**config.mk**
```make
export PLATFORM = sky130hd
export DESIGN_NAME = threshold_stream
export DESIGN_NICKNAME = d
export VERILOG_FILES = /design/src/rtl/threshold_stream.sv
export SDC_FILE = /design/constraint.sdc
export NUM_CORES = 1
export LEC_CHECK = 0
export CAP_MARGIN = 0
export CORE_MARGIN = 4
export CORE_UTILIZATION = 51
export CTS_CLUSTER_DIAMETER = 120
export DETAILED_ROUTE_END_ITERATION = 16
export PLACE_DENSITY = 0.75
export SYNTH_ARGS = -nofsm -noshare
export SYNTH_HDL_FRONTEND = slang
export SYNTH_SLANG_ARGS = --single-unit
```
**constraint.sdc**
```tcl
create_clock -name clk -period 3.8 [get_ports clk]
set_clock_uncertainty 0.15 [all_clocks]
set_input_delay 1.14 -clock clk [delete_from_list [all_inputs] [get_ports clk]]
set_output_delay 1.14 -clock clk [all_outputs]
set_load 0.05 [all_outputs]
```
**src/rtl/threshold_stream.sv**
```systemverilog
// rtl/threshold_stream.sv - streaming per-pixel threshold with frame markers and previous-frame mean
module threshold_stream #(
    parameter int PIX_W = 8,
    parameter int IMG_W = 128,
    parameter int IMG_H = 32,
    parameter int LOG_N = 12
) (
    input  logic             clk,
    input  logic             rst,
    input  logic [1:0]       cfg_mode,
    input  logic [PIX_W-1:0] cfg_thresh,
    input  logic             cfg_auto,
    input  logic             s_valid,
    output logic             s_ready,
    input  logic [PIX_W-1:0] s_pixel,
    output logic             m_valid,
    input  logic             m_ready,
    output logic [PIX_W-1:0] m_data,
    output logic             m_bit,
    output logic             m_first,
    output logic             m_last,
    output logic [PIX_W-1:0] mean,
    output logic             mean_vld
);

    localparam int CW = (IMG_W > 1) ? $clog2(IMG_W) : 1;
    localparam int RW = (IMG_H > 1) ? $clog2(IMG_H) : 1;
    localparam int SW = PIX_W + LOG_N;

    localparam logic [1:0] MODE_BINARY     = 2'd0;
    localparam logic [1:0] MODE_BINARY_INV = 2'd1;
    localparam logic [1:0] MODE_TOZERO     = 2'd2;

    logic [CW-1:0]    r_col;
    logic [RW-1:0]    r_row;
    logic [SW-1:0]    r_sum;
    logic [PIX_W-1:0] r_mean;
    logic             r_mean_vld;
    logic [1:0]       r_mode;
    logic [PIX_W-1:0] r_thresh;
    logic             r_auto;

    logic             r_m_valid;
    logic [PIX_W-1:0] r_m_data;
    logic             r_m_bit;
    logic             r_m_first;
    logic             r_m_last;

    logic             w_accept;
    logic             w_first;
    logic             w_col_end;
    logic             w_last;
    logic [1:0]       w_mode;
    logic [PIX_W-1:0] w_thresh;
    logic             w_auto;
    logic [PIX_W-1:0] w_th;
    logic             w_gt;
    logic [PIX_W-1:0] w_data;
    logic [SW-1:0]    w_sum_next;

    assign s_ready   = !r_m_valid || m_ready;
    assign w_accept  = s_valid && s_ready;
    assign w_first   = (r_col == '0) && (r_row == '0);
    assign w_col_end = (r_col == CW'(IMG_W - 1));
    assign w_last    = w_col_end && (r_row == RW'(IMG_H - 1));

    // Pixel (0,0) is thresholded with the config being latched on that same accept.
    assign w_mode   = w_first ? cfg_mode   : r_mode;
    assign w_thresh = w_first ? cfg_thresh : r_thresh;
    assign w_auto   = w_first ? cfg_auto   : r_auto;

    assign w_th       = (w_auto && r_mean_vld) ? r_mean : w_thresh;
    assign w_gt       = (s_pixel > w_th);
    assign w_sum_next = r_sum + SW'(s_pixel);

    always_comb begin
        w_data = '0;
        case (w_mode)
            MODE_BINARY:     w_data = w_gt ? '1 : '0;
            MODE_BINARY_INV: w_data = w_gt ? '0 : '1;
            MODE_TOZERO:     w_data = w_gt ? s_pixel : '0;
            default:         w_data = w_gt ? w_th : s_pixel;
        endcase
    end

    always_ff @(posedge clk) begin
        if (rst) begin
            r_col      <= '0;
            r_row      <= '0;
            r_sum      <= '0;
            r_mean     <= '0;
            r_mean_vld <= 1'b0;
            r_mode     <= 2'd0;
            r_thresh   <= '0;
            r_auto     <= 1'b0;
            r_m_valid  <= 1'b0;
            r_m_data   <= '0;
            r_m_bit    <= 1'b0;
            r_m_first  <= 1'b0;
            r_m_last   <= 1'b0;
        end else begin
            if (w_accept) begin
                r_m_valid <= 1'b1;
                r_m_data  <= w_data;
                r_m_bit   <= w_gt;
                r_m_first <= w_first;
                r_m_last  <= w_last;

                if (w_first) begin
                    r_mode   <= cfg_mode;
                    r_thresh <= cfg_thresh;
                    r_auto   <= cfg_auto;
                end

                if (w_col_end) begin
                    r_col <= '0;
                    r_row <= w_last ? '0 : r_row + RW'(1);
                end else begin
                    r_col <= r_col + CW'(1);
                end

                // Mean takes effect from the next frame's first pixel.
                if (w_last) begin
                    r_mean     <= w_sum_next[SW-1:LOG_N];
                    r_mean_vld <= 1'b1;
                    r_sum      <= '0;
                end else begin
                    r_sum <= w_sum_next;
                end
            end else if (m_ready) begin
                r_m_valid <= 1'b0;
            end
        end
    end

    assign m_valid  = r_m_valid;
    assign m_data   = r_m_data;
    assign m_bit    = r_m_bit;
    assign m_first  = r_m_first;
    assign m_last   = r_m_last;
    assign mean     = r_mean;
    assign mean_vld = r_mean_vld;

endmodule
```
==> flow_summary.ini <==
[pwr]
power.leakage_uw = 0.00202
vdd_drop_max_v = 0.000287
p_per_area_nw_per_um2 = 393
p_total_uw = 1980

[timing]
rsz0062_at_grt = true
max_freq_ghz = 0.263
period_minus_slack_ns = 3.81
min_period_over_period = 1.00
hold_viol_final = 0
worst_pin_slew_ns = 0.556
finalMaxSlewViolations = 0
setup_violations = 1
setup_ws_ns = -0.00635
hold_ws_ns = 0.310
slew_headroom = 0.627

[worst_setup_path]
startpoint_type = input pin
cp-end-kind = flip-flop
cp.arrival_ns = 3.90
crit_fanout = 7
crit_required_ns = 3.90
critPathKind = input pin to flip-flop
cp_slowest_cell = clkdlybuf4s50_1
path_cells = clkdlybuf4s50_1 -> mux2_2 -> mux2i_4 -> ha_4 -> nand4_1 -> or3_4 -> o21a_1 -> o2111ai_2 -> o311ai_4 -> a221o_1 -> a21o_1
cpPeakStageDelay_ns = 0.45

[floorplan]
start_util = 0.535
fp.dieW_um = 93.1
core_area_um2 = 6910
io_pins = 45
row_count = 30
die_y_um = 93.1
dieArea_um2 = 8670

[synthesis]
synth_edf_count = 0
synth_cells = 442
syn_avg_cell_area_um2 = 8.36
synthArstFlopShare = 0
syn_nets = 487
ys_seq_area_frac = 0.347
synthFlopType = dfxtp_1
yosysUniqueCellTypes = 57
yosys_warnings = 0
synth_seq_cells = 64
netlist_area_um2 = 3690

[run]
max-cap-violations = 0

[finish]
area_growth_syn_to_layout_pct = 36.4
fin_area_um2 = 5040
nets = 574
final_cells = 630
n_antenna_cell = 0
n_fill_cell = 545
drive_gt1_frac = 0.210
ff_latch_area_um2 = 1290
multi_input_area_um2 = 2530
mostFrequentLayoutCells = nand2_1, dfxtp_1, buf_4

[detailed_routing]
route.detailed.drc = 0
vias = 3678
first_pass_iters = 5
wl_per_cell_um = 17.2
route.final.wire_length_um = 10900
routed_via_density = 5.84
drt_iter0_markers = 301
drtAntennaViolNets = 0

[clock_tree]
numCtsBuffers = 9
cts_max_level = 3
cts_tree = done
clk_pin_slew_worst_paths_ns = 0.08
clock-sinks = 64
clockRootBuffer = clkbuf_8
clk_latency_ns = 0.35
cts_buffer_depth = 2

[placed_design]
gp_congestion = 0.890
hpwl_um = 7400
post_dp_cell_area_um2 = 4520
pre_cts_slack_ns = -0.704
placedCellCount = 607
portBuffers = 44

[hold_path]
hp-class = flip-flop to flip-flop

[global_route]
antenna_found_initial = 0
grt-ovfl-total = 0
grt_pass1_vias = 3537
grt_max_degree = 22
grt_usage = 0.251
grt_pass1_wl_um = 17200

[status]
status = complete, but fails checks
violations = setup timing
[synth_stat cells (all sizes together), types with 3 or more instances]
| cell | instances | area, um2 |
|---|---|---|
| and3b | 6 | 52.6 |
| nand2b | 5 | 31.3 |
| xnor2 | 11 | 96.3 |
| a211oi | 6 | 50.1 |
| nand3 | 10 | 50.1 |
| o211ai | 4 | 30.0 |
| o21ai | 18 | 90.1 |
| a31oi | 6 | 37.5 |
| clkbuf | 13 | 48.8 |
| a21o | 11 | 82.6 |
| nor2 | 45 | 169 |
| buf | 4 | 30.0 |
| mux2 | 8 | 93.8 |
| a221o | 7 | 70.1 |
| ha | 21 | 263 |
| nor2b | 4 | 25.0 |
| dfxtp | 64 | 1280 |
| and3 | 6 | 37.5 |
| xor2 | 15 | 139 |
| nand2 | 62 | 233 |
| a22oi | 4 | 30.0 |
| nor3 | 3 | 15.0 |
| mux2i | 9 | 106 |
| nand4 | 11 | 83.8 |
| and2 | 6 | 37.5 |
| or3 | 4 | 25.0 |
| inv | 15 | 56.3 |
| a21oi | 39 | 199 |
[report_power, final]
group	switching, uW	internal (uW)	leakage, uW
logic	322	260	0.00139
clock network	297	376	0.000110
registers	21.0	704	0.000523
[final timing paths]
kind	from	endpoint	slack [ns]	depth (start not counted)
setup reg to reg	r_row[0]$_SDFFE_PP0P_	m_data[3]$_SDFFE_PP0P_	0.05	14
hold reg to reg	m_first$_SDFFE_PP0P_	m_first$_SDFFE_PP0P_	0.31	2
hold / removal	m_first$_SDFFE_PP0P_	m_first$_SDFFE_PP0P_	0.31	2
setup / recovery	cfg_thresh[3]	m_data[3]$_SDFFE_PP0P_	-0.006	11
[state kept, by name, indices dropped and copies added (netlist names)]
| name | flops |
|---|---|
| mean_vld | 1 |
| m_bit | 1 |
| m_valid | 1 |
| m_last | 1 |
| r_col | 7 |
| r_sum | 20 |
| m_first | 1 |
| r_row | 5 |
| mean | 8 |
| m_data | 8 |
| r_mode | 2 |
| r_auto | 1 |
| r_thresh | 8 |
[routing by layer]
metal | track usage | share of wire | up-vias
met5 | 0 | 0 | -
met4 | 0.0855 | 0.020 | 0
met3 | 0.0756 | 0.060 | 22
met2 | 0.405 | 0.48 | 122
met1 | 0.319 | 0.44 | 1774
li1 | - | - | 1760
[per-stage QoR]
stage | TNS, ns | utilization
6_report | -0.00635 | 0.730
5_1_grt | -0.530 | 0.730
4_1_cts | 0 | 0.704
3_5_place_dp | -6.51 | 0.655
3_3_place_gp | -5.39 | 0.655
2_1_floorplan | 0 | -
[critical path: cells and delay by family]
family / cells / cell delay [ns]
compound gates: 5 / 1.06
mux: 2 / 0.53
simple gates: 2 / 0.52
buf+inv: 1 / 0.45
fa+ha+maj: 1 / 0.18
[cells by family (layout without fill, tap and decap cells)]
| group | Yosys count | count (layout) | synth area share |
|---|---|---|---|
| multiplexers | 17 | 17 | 0.0542 |
| buffers and inverters | 32 | 124 | 0.0366 |
| XOR/XNOR | 26 | 26 | 0.0637 |
| flip-flops | 64 | 64 | 0.347 |
| AND/OR/NAND/NOR | 170 | 170 | 0.225 |
| adder cells (fa/ha/maj) | 22 | 22 | 0.0765 |
| AO/OA/AOI/OAI | 111 | 111 | 0.198 |
[area by class of cell]
type	instances	share of cell area
multi-input cells	346	0.502
flip-flops and latches	64	0.255
repair buffers	93	0.162
clock buffers	9	0.0246
well taps	96	0.0238
clock inverters	7	0.0204
inverters	15	0.0112
[timing repair]
action | CTS | global route
pin swaps | 8 | 19
hold endpoints to repair | 0 | 0
hold buffers | 0 | 0
setup endpoints to repair | 8 | 9
resized for setup | 20 | 26
buffers inserted | 1 | 8
No activity file was read; power rests on OpenSTA's default activity.
